### src/rtl/wb_arbiter.sv
// rtl/wb_arbiter.sv - writeback arbiter serialising ALU, MUL/DIV and FPU results onto one register file write port
module wb_arbiter #(
    parameter int XLEN  = 64,
    parameter int CNT_W = 64
) (
    input  logic             clk,
    input  logic             rst,
    input  logic             alu_valid,
    input  logic [4:0]       alu_addr,
    input  logic [XLEN-1:0]  alu_data,
    input  logic             md_valid,
    output logic             md_ready,
    input  logic [4:0]       md_addr,
    input  logic [XLEN-1:0]  md_data,
    input  logic             fpu_valid,
    output logic             fpu_ready,
    input  logic [4:0]       fpu_addr,
    input  logic [XLEN-1:0]  fpu_data,
    input  logic             fpu_is_fp,
    output logic             write,
    output logic [4:0]       w1_addr,
    output logic [XLEN-1:0]  inp_data,
    output logic             sel_i_f,
    output logic [CNT_W-1:0] retired_cnt
);

    logic             write_q,    write_d;
    logic [4:0]       w1_addr_q,  w1_addr_d;
    logic [XLEN-1:0]  inp_data_q, inp_data_d;
    logic             sel_i_f_q,  sel_i_f_d;
    logic [CNT_W-1:0] retired_cnt_q, retired_cnt_d;
    logic             rr_ptr_q,   rr_ptr_d;

    logic grant_alu, grant_md, grant_fpu, grant_any;

    // Fixed ALU priority (it cannot stall); MUL/DIV vs FPU alternate only when both are waiting
    always_comb begin
        grant_alu = alu_valid;
        grant_md  = ~alu_valid & md_valid  & (~fpu_valid | ~rr_ptr_q);
        grant_fpu = ~alu_valid & fpu_valid & (~md_valid  |  rr_ptr_q);
        grant_any = grant_alu | grant_md | grant_fpu;
        md_ready  = rst & grant_md;
        fpu_ready = rst & grant_fpu;
    end

    // Next output-stage contents: capture the granted result, hold fields when idle, drop x0 writes
    always_comb begin
        w1_addr_d     = w1_addr_q;
        inp_data_d    = inp_data_q;
        sel_i_f_d     = sel_i_f_q;
        rr_ptr_d      = rr_ptr_q;
        if (grant_alu) begin
            w1_addr_d  = alu_addr;
            inp_data_d = alu_data;
            sel_i_f_d  = 1'b0;
        end else if (grant_md) begin
            w1_addr_d  = md_addr;
            inp_data_d = md_data;
            sel_i_f_d  = 1'b0;
            rr_ptr_d   = 1'b1;
        end else if (grant_fpu) begin
            w1_addr_d  = fpu_addr;
            inp_data_d = fpu_data;
            sel_i_f_d  = fpu_is_fp;
            rr_ptr_d   = 1'b0;
        end
        // f0 is a real register; only integer x0 is hardwired to zero
        write_d       = grant_any & (sel_i_f_d | (w1_addr_d != 5'd0));
        retired_cnt_d = retired_cnt_q + CNT_W'(grant_any);
    end

    // Registered output stage; reset discards any in-flight write immediately
    always_ff @(posedge clk or negedge rst) begin
        if (!rst) begin
            write_q       <= 1'b0;
            w1_addr_q     <= 5'd0;
            inp_data_q    <= '0;
            sel_i_f_q     <= 1'b0;
            retired_cnt_q <= '0;
            rr_ptr_q      <= 1'b0;
        end else begin
            write_q       <= write_d;
            w1_addr_q     <= w1_addr_d;
            inp_data_q    <= inp_data_d;
            sel_i_f_q     <= sel_i_f_d;
            retired_cnt_q <= retired_cnt_d;
            rr_ptr_q      <= rr_ptr_d;
        end
    end

    assign write       = write_q;
    assign w1_addr     = w1_addr_q;
    assign inp_data    = inp_data_q;
    assign sel_i_f     = sel_i_f_q;
    assign retired_cnt = retired_cnt_q;

endmodule

### config.mk
export PLATFORM = sky130hd
export DESIGN_NAME = wb_arbiter
export DESIGN_NICKNAME = d
export VERILOG_FILES = /design/src/rtl/wb_arbiter.sv
export SDC_FILE = /design/constraint.sdc
export NUM_CORES = 1
export LEC_CHECK = 0
export ABC_AREA = 0
export CAP_MARGIN = 15
export CORE_AREA = 2 2 135 137
export CTS_BUF_LIST = sky130_fd_sc_hd__clkbuf_16
export DETAILED_ROUTE_END_ITERATION = 8
export DIE_AREA = 0 0 137 139
export PLACE_DENSITY = 0.89
export SLEW_MARGIN = 40
export SYNTH_ARGS = -nofsm -noshare
export SYNTH_HDL_FRONTEND = slang
export SYNTH_SLANG_ARGS = --single-unit
### constraint.sdc
create_clock -name clk -period 2.27 [get_ports clk]
set_input_delay 0.454 -clock clk [delete_from_list [all_inputs] [get_ports clk]]
set_output_delay 0.454 -clock clk [all_outputs]
set_load 0.005 [all_outputs]
==> impl_results.md, run 1 <==
* Status: finished, final reports clean
* Routability cong. at 0.917
* Layout cells sized above 1 at 0.0919
* Vias in the first global route at 7,256
* Via Count at 7,131
* CTS Sinks at 136
* Io pins at 350
* CTS Buf Count at 17
* MaxCap Viol Count at 0
* Routed Antenna Nets at 0
* Mapped cell area at roughly 7100 µm²
* Crit path required time at roughly 1800 ps
* Setup Crit Path Kind: in2out
* Synth top area share at 0.480
* Starting DRT DRC Count at 403
* Post-Synthesis Cells at between 700 and 800
* Worst slew margin at 0.645
* Leading area contributor after synthesis: dfrtp_1
* DRC Markers at 0
* Hold depth at 2
* Yosys reg bits at 136
* FP Rows at 49
* Pins Over Slew Limit at 0
* Hold_sp: alu_valid
* Worst stage delay on the critical path at 540 ps
* Clock Latency Late Sink at 430 ps
* R2r endpoint: retired_cnt[56]
* Fill count at 1,326
* GRT Util Overall at 0.269
* R2R setup slack at 210 ps
* Crit path launch type: input port
* Design area at 11,800 µm²
* Die extent in x at 137 µm
* DRT Pass-1 Iters at 5
* CTS tree: yes
* Crit path max fanout at 4
* R2R cell count at 5
* Setup Buffers After CTS at 0
* Number of vias per cell at 5.23
* Max VDD drop at 0.000513 V
* Die area at approximately 19,000 µm²
* Clock Skew at 7.96 ps
* Slowest stage cell on the critical path: dlygate4sd3_1
* Largest net degree at the start of global routing at 136
* RSZ-0062 raised after global routing: no
* Total global routing overflow at 0
* Worst Hold End: rr_ptr_q
* Drt total wl at 25,800 µm
* Top cells by area, synth: dfrtp_1, mux2i_1, a21oi_1, nand2_1, nor2_1
* Root buf cell: clkbuf_16
* Asr flop ratio synth at 1.00
* Initial antenna violation count at 3
* Clock buffer depth at 2
* Most frequent cells in the layout: clkdlybuf4s50_1, dfrtp_1, nand2_1, nor2_1, a21oi_1
* Netlist cell types at 37
* CP Capture Type: output port
* Final hold violations at 0
* Syn Area/Cell at between 9 and 10 µm²
* Max Fclk at 471 MHz
* Fin crit period at 2120 ps
* Layout area overhead at 66.7%
* Yosys warns at 0
* Number of nets in the layout at 1,334
* First-pass GRT wire length at 39,200 µm
* Fin crit share at 0.936
* Detailed placement HPWL at 19,300 µm
* Die Span Y at 139 µm
* Synth Flop Type: dfrtp_1
* Final-report setup violation count at 0
* I/O Buffers at 349
* Leakage at 5.02 nW
* Sequential area share after synthesis at 0.480
* Pwr dens at 640 nW/µm²
* Detailed-route wire length per cell at 18.9 µm
* CTS H-tree depth at 4
* Reg clk slew, reported paths at 60 ps
* Post-Syn Nets at between 900 and 1k
* Endpoint arrival time on the critical path at 1670 ps
* Worst-path cell chain: dlygate4sd3_1 -> buf_6 -> nor4b_2 -> clkdlybuf4s15_1
* Hold crit path type: in2reg
* EDFF count, synth at 0
* Commonest non-fill, non-tap cell in the layout: clkdlybuf4s50_1
* Final Core Density at 0.669
* Reg-to-Reg Start: retired_cnt[38]
* Placed cell area at 11,100 µm²
* Core area at 17,700 µm²
* Initial Utilization at 0.401
* Slew @ Worst Pin at 533 ps
-- report_power, final --
part / switching [mW] / internal (mW)
Clock: 1.18 / 1.87
Sequential: 0.193 / 2.63
Combinational: 0.676 / 1.01
-- cell families after synthesis --
family          share of synthesized area
buf+inv                            0.0343
xor+xnor                           0.0767
flops                               0.480
simple gates                        0.202
fa+ha+maj                         0.00353
compound gates                      0.107
mux                                0.0966
-- worst max-delay path: cells and delay by family --
family / cells / cell delay [ps]
buffers and inverters: 3 / 940
and+or+nand+nor: 1 / 260
-- per-stage QoR --
| stage | instances | power, mW | setup WS (ps) | TNS, ps | hold WS, ps |
|---|---|---|---|---|---|
| after floorplan | 753 | 3.44 | -139 | -818 | 158 |
| after global placement | 1326 | 4.49 | -369 | -12840 | 258 |
| after detailed placement | 1326 | 4.54 | -421 | -18320 | 256 |
| after CTS | 1359 | 7.61 | 19.5 | 0 | 322 |
| after global routing | 1362 | 7.86 | 107 | 0 | 350 |
| final | 1363 | 7.56 | 145 | 0 | 334 |
-- how the worst max path moves through the flow --
stage,startpoint,to,slack (ps),cells past startpoint
global route,retired_cnt[38],retired_cnt[56],110,5
CTS,fpu_valid,fpu_ready,20,5
finish,rst,fpu_ready,150,4
detailed placement,fpu_valid,retired_cnt[60],-420,11
floorplan,alu_valid,retired_cnt[54],-140,13
global placement,fpu_valid,retired_cnt[56],-370,11
-- cell usage after synthesis (2+ instances only) --
master,n
xor2_1,29
and2_1,3
nand4_1,13
nor2b_1,4
a31oi_1,2
nor4_2,3
nand2b_1,2
and4_1,5
a21oi_1,72
xnor2_1,33
mux2_2,3
o21ai_0,66
ha_1,2
clkbuf_1,30
inv_1,16
nor4_1,5
mux2i_1,65
dfrtp_1,136
nand3_1,27
nand4_4,4
and3_1,6
buf_2,5
a32oi_1,3
nor4_4,3
nor3_2,5
nand2_1,94
nor2_1,88
buf_4,4
nor3_1,17
-- metal layers --
metal	GRT usage	up-vias	wire length [µm]
li1	-	3338	-
met1	0.301	3366	9140
met2	0.448	351	13200
met3	0.0892	72	2230
met4	0.144	4	1240
met5	0	-	27
-- registers in the layout, indices dropped and copies added, names as in the netlist --
| signal | flops |
|---|---|
| rr_ptr_q | 1 |
| sel_i_f | 1 |
| w1_addr | 5 |
| retired_cnt | 64 |
| inp_data | 64 |
| write | 1 |
-- layout make-up --
cell class,instances,area [µm²],area share
clock buffers,17,425,0.0360
multi-input cells,560,3550,0.300
well taps,229,287,0.0243
repair buffers,388,3860,0.327
clock inverters,15,216,0.0183
inverters,16,62.6,0.00530
flip-flops and latches,136,3400,0.288
diodes,2,5.00,0.000424
-- what timing repair did --
| action | in CTS | in global routing |
|---|---|---|
| setup endpoints to repair | 3 | 11 |
| gates resized for setup | 4 | 6 |
| gates cloned | 0 | 1 |
| hold buffers | 1 | 0 |
| endpoints found under the hold margin | 1 | 0 |
| pin swaps | 0 | 4 |
Power figures use the tool's default switching activity.
==> run 2: changes to the inputs <==
--- a/config.mk
+++ b/config.mk
@@ -7,11 +7,11 @@
 export LEC_CHECK = 0
 export ABC_AREA = 0
 export CAP_MARGIN = 15
-export CORE_AREA = 2 2 135 137
+export CORE_UTILIZATION = 40
 export CTS_BUF_LIST = sky130_fd_sc_hd__clkbuf_16
 export DETAILED_ROUTE_END_ITERATION = 8
-export DIE_AREA = 0 0 137 139
 export PLACE_DENSITY = 0.89
+export RECOVER_POWER = 100
 export SLEW_MARGIN = 40
 export SYNTH_ARGS = -nofsm -noshare
 export SYNTH_HDL_FRONTEND = slang
==> run 2 against run 1 <==
  * Cell area is 1.6% lower
  * Hold slack better by 120 ps
  * Total power is 7.4% lower
  * Clock power is 14% lower
  * Global-route usage is 1.3 points higher
==> impl_results.md, run 2 (synthesis results as in run 1) <==
* MaxCap Viol Count at 0
* CTS H-tree depth at 4
* Hold depth at 4
* GRT Util Overall at 0.281
* Crit path launch type: flip-flop
* CTS tree: yes
* Worst slack at placement at -414 ps
* Pins Over Slew Limit at 0
* Core area at 17,300 µm²
* Clock Skew at 5.50 ps
* Setup WS post-layout at between 100 and 150 ps
* CTS Sinks at 136
* Detailed-route wire length per cell at 18.6 µm
* Placed cell area at ~11,000 µm²
* Design area at 11,600 µm²
* Fin crit share at 0.948
* R2R cell count at 5
* Vias in the first global route at 7,262
* DRC Markers at 0
* Fill count at 1,298
* Initial Utilization at 0.410
* Final hold violations at 0
* Status: finished, final reports clean
* Io pins at 350
* First-pass GRT wire length at 38,300 µm
* Routed Antenna Nets at 0
* Endpoint arrival time on the critical path at 2490 ps
* Largest net degree at the start of global routing at 67
* Die extent in x at 135 µm
* Via Count at 7,213
* I/O Buffers at 349
* Drt total wl at 25,500 µm
* Pwr dens at 603 nW/µm²
* Starting DRT DRC Count at 404
* Reg clk slew, reported paths at about 60 ps
* Layout cells sized above 1 at 0.0796
* Crit path required time at 2610 ps
* Number of vias per cell at 5.26
* Slew @ Worst Pin at 1240 ps
* PnR Total Power at 7.00 mW
* DRT Pass-1 Iters at 5
* CP Capture Type: flip-flop
* Leakage at between 5 and 6 nW
* Total global routing overflow at 0
* RSZ-0062 raised after global routing: no
* Die Span Y at 135 µm
* Die area at between 15,000 and 20,000 µm²
* Max VDD drop at 0.000563 V
* Final-report setup violation count at 0
* Initial antenna violation count at 4
* Fin crit period at 2150 ps
* Clock buffer depth at 2
* Hold crit path type: in2reg
* CTS Buf Count at 17
* Commonest non-fill, non-tap cell in the layout: clkdlybuf4s50_1
* Crit path max fanout at 7
* Max Fclk at roughly 460 MHz
* FP Rows at between 40 and 50
* Routability cong. at 0.889
* Clock Latency Late Sink at 420 ps
* Layout area overhead at 64.0%
* Root buf cell: clkbuf_16
* Most frequent cells in the layout: clkdlybuf4s50_1, dfrtp_1, dlygate4sd3_1, nand2_1, nor2_1
* Worst slew margin at 0.172
* Detailed placement HPWL at 19,200 µm
* Setup Crit Path Kind: reg2reg
* Number of nets in the layout at roughly 1.3k
* Final Core Density at 0.672
run 2: changes by cell type in the layout (fill, tap and decap cells not counted), moves of 7 or more:
cell,delta
clkdlybuf4s50_1,-133
dlygate4sd3_1,+133
buf_4,-9
clkbuf_1,+16
clkbuf_4,+7
run 2: metal layers:
metal / part of all wire / GRT usage / routed length (µm)
met5: 0.00035 / 0 / 9
met3: 0.086 / 0.0867 / 2180
met2: 0.51 / 0.482 / 13000
met4: 0.041 / 0.142 / 1040
met1: 0.36 / 0.315 / 9300
run 2: critical path, cell delays in order, from the launching register on:
cell and delay, ps:
dfrtp_1 500, nand4_4 240, nor4b_4 470, nand4_2 310, nor3_1 360, xor2_1 190
run 2: timing repair:
item                                    4_1_cts  5_1_grt
cloned                                        0        1
endpoints found under the hold margin         7        0
buffers inserted                              0        1
hold buffers                                  1        0
pin swaps                                     0        3
resized for setup                             4        7
endpoints found under the setup margin        4       13
run 2: stage by stage:
step | hold slack, ps | TNS, ps | std cells
floorplan | 158 | -818 | 753
global placement | 416 | -24450 | 1333
detailed placement | 416 | -29450 | 1333
CTS | 436 | 0 | 1366
global route | 488 | 0 | 1370
finish | 453 | 0 | 1371
run 2: cell type report:
type / count / area [µm²] / area share
inverters: 16 / 62.6 / 0.00539
well taps: 225 / 282 / 0.0242
multi-input cells: 561 / 3500 / 0.301
flip-flops and latches: 136 / 3400 / 0.293
repair buffers: 398 / 3810 / 0.328
clock buffers: 17 / 425 / 0.0366
clock inverters: 15 / 128 / 0.0110
diodes: 3 / 7.51 / 0.000646
run 2: path summary, 6_finish.rpt:
check | to | slack (ps) | from
worst max-delay path | retired_cnt[43] | 120 | retired_cnt[4]
worst min-delay path | retired_cnt[0] | 450 | fpu_valid
worst max register to register | retired_cnt[43] | 120 | retired_cnt[4]
worst min register to register | inp_data[55] | 470 | inp_data[55]
max in group asynchronous | retired_cnt[17] | 370 | rst
min in group asynchronous | retired_cnt[11] | 660 | rst
run 2: report_power, final:
part	switching [mW]	total, mW	internal, mW	leakage (nW)
registers	0.197	2.83	2.63	1.69
clock network	1.11	2.62	1.50	0.258
logic	0.662	1.55	0.890	3.18
total	1.97	7.00	5.03	5.13
==> run 3: changes to the inputs <==
--- a/config.mk
+++ b/config.mk
@@ -12,6 +12,7 @@
 export DETAILED_ROUTE_END_ITERATION = 8
 export PLACE_DENSITY = 0.89
 export RECOVER_POWER = 100
+export SETUP_SLACK_MARGIN = 0.4
 export SLEW_MARGIN = 40
 export SYNTH_ARGS = -nofsm -noshare
 export SYNTH_HDL_FRONTEND = slang
==> run 3 against run 2 <==
  * Setup slack gained 9.7 ps
  * Critical path type is now in2reg
  * Clock skew grew 4.3 ps
  * Global-route usage grew 0.48 points
  * Cell area grew 5.0%
  * Sequential share of layout area shrank 1.4 points
  * Sequential power is essentially flat
  * Non-clock buffer count grew 40
  * Maximum frequency grew 0.45%
  * Via count grew 4.6%
  * Hold slack lost 89 ps
  * Largest cell class unchanged
  * Combinational power grew 9.7%
==> impl_results.md, run 3 (synthesis results as in run 1) <==
* Status: finished, final reports clean
* Fin crit share at 0.944
* Io pins at 350
* Vias in the first global route at 7,331
* CP Capture Type: flip-flop
* Initial antenna violation count at 1
* Fin crit period at about 2100 ps
* Core area at 17,300 µm²
* Pins Over Slew Limit at 0
* Layout cells sized above 1 at 0.131
* Fin Setup TNS at 0 ps
* Via Count at 7,546
* CTS Buf Count at 17
* DRC Markers at 0
* Total global routing overflow at 0
* Placed cells at 1,323
* Reg clk slew, reported paths at approximately 60 ps
* Detailed-route wire length per cell at 19.3 µm
* Met1 WL at 9810 µm
* MaxCap Viol Count at 0
* Final hold violations at 0
* Top Layer Used: met4
* Most frequent cells in the layout: clkdlybuf4s50_1, dfrtp_1, dlygate4sd3_1, nand2_1, nor2_1
* Crit path max fanout at 5
* Hold WS at between 300 and 400 ps
* Detailed placement HPWL at about 19,000 µm
* Clock Skew at 9.79 ps
* Routability cong. at 0.934
* Commonest non-fill, non-tap cell in the layout: clkdlybuf4s50_1
* Setup WS post-layout at about 130 ps
* Worst slack at placement at -397 ps
* Crit path required time at between 2000 and 3000 ps
* Hold crit path type: in2async
* Drt total wl at 27,200 µm
* Endpoint arrival time on the critical path at 2450 ps
* Design area at between 10,000 and 15,000 µm²
* Root buf cell: clkbuf_16
* Max VDD drop at 0.000517 V
* FP Rows at 48
* CTS H-tree depth at 4
* PnR Total Power at 7.54 mW
* Layout area overhead at 72.3%
* Starting DRT DRC Count at approximately 490
* Metal3 WL at between 2000 and 2500 µm
* First-pass GRT wire length at 39,400 µm
* I/O Buffers at 349
* Largest net degree at the start of global routing at 119
* Register area at between 3000 and 4000 µm²
* DRT Pass-1 Iters at 5
* Clock Latency Late Sink at 420 ps
* Final Core Density at 0.706
* Setup Crit Path Kind: in2reg
* GRT Util Overall at 0.286
* Number of nets in the layout at 1,384
* Number of vias per cell at 5.36
* RSZ-0062 raised after global routing: yes
* Max Fclk at approximately 470 MHz
* Final-report setup violation count at 0
* Clock buffer depth at 2
* Fill count at 1,260
* Crit path launch type: input port
* Initial Utilization at 0.410
* Die Span Y at ~140 µm
* CTS tree: yes
* Placed cell area at 11,100 µm²
* Pwr dens at 618 nW/µm²
* CTS Sinks at 136
* Routed Antenna Nets at 0
* Die area at around 18,000 µm²
* Met2 WL at 13,900 µm
* Non-filler cells, final at roughly 1.4k
* Die extent in x at 135 µm
* Leakage at ~5.4 nW
* Worst slew margin at 0.369
* Slew @ Worst Pin at 947 ps
* Multi-input combinational cell area at 3620 µm²
-- run 3: critical path, stage by stage --
cell and delay [ps]:
clkdlybuf4s15_2 180, nor3_1 500, inv_4 60, ha_4 190, ha_4 160, nand3_4 90, nor4_4 50, nand4_1 180
clkbuf_2 260, nor2_2 80, xnor2_1 240
-- run 3: repair_timing --
item,4_1_cts,5_1_grt
pin swaps,12,12
hold buffers,1,0
endpoints found under the hold margin,8,0
setup buffers,16,34
gates cloned,1,0
setup endpoints to repair,133,96
gates resized for setup,53,36
-- run 3: path summary, 6_finish.rpt --
check	depth (start not counted)	startpoint	slack [ps]	to
hold reg to reg	2	inp_data[51]	470	inp_data[51]
hold / removal	2	rst	360	retired_cnt[13]
max in group asynchronous	3	rst	610	retired_cnt[44]
min in group clk	3	alu_valid	420	inp_data[59]
setup / recovery	11	fpu_valid	130	retired_cnt[50]
setup reg to reg	6	retired_cnt[29]	130	retired_cnt[50]
-- run 3: power by group --
group | leakage [nW] | total (mW) | switching, mW | internal (mW)
combinational | 3.45 | 1.70 | 0.693 | 1.00
sequential | 1.69 | 2.82 | 0.184 | 2.63
clock | 0.306 | 3.03 | 1.10 | 1.93
total | 5.44 | 7.54 | 1.97 | 5.57
-- run 3: layer usage --
metal,GRT usage,up-vias
met1,0.324,3566
met3,0.0698,96
li1,-,3435
met4,0.155,0
met2,0.494,449
met5,0,-
-- run 3: final cells by class --
class | count | share of cell area
clock buffers | 17 | 0.0349
repair buffers | 438 | 0.344
diodes | 1 | 0.000205
well taps | 225 | 0.0231
inverters | 16 | 0.00513
flip-flops and latches | 136 | 0.279
multi-input cells | 560 | 0.296
clock inverters | 14 | 0.0167
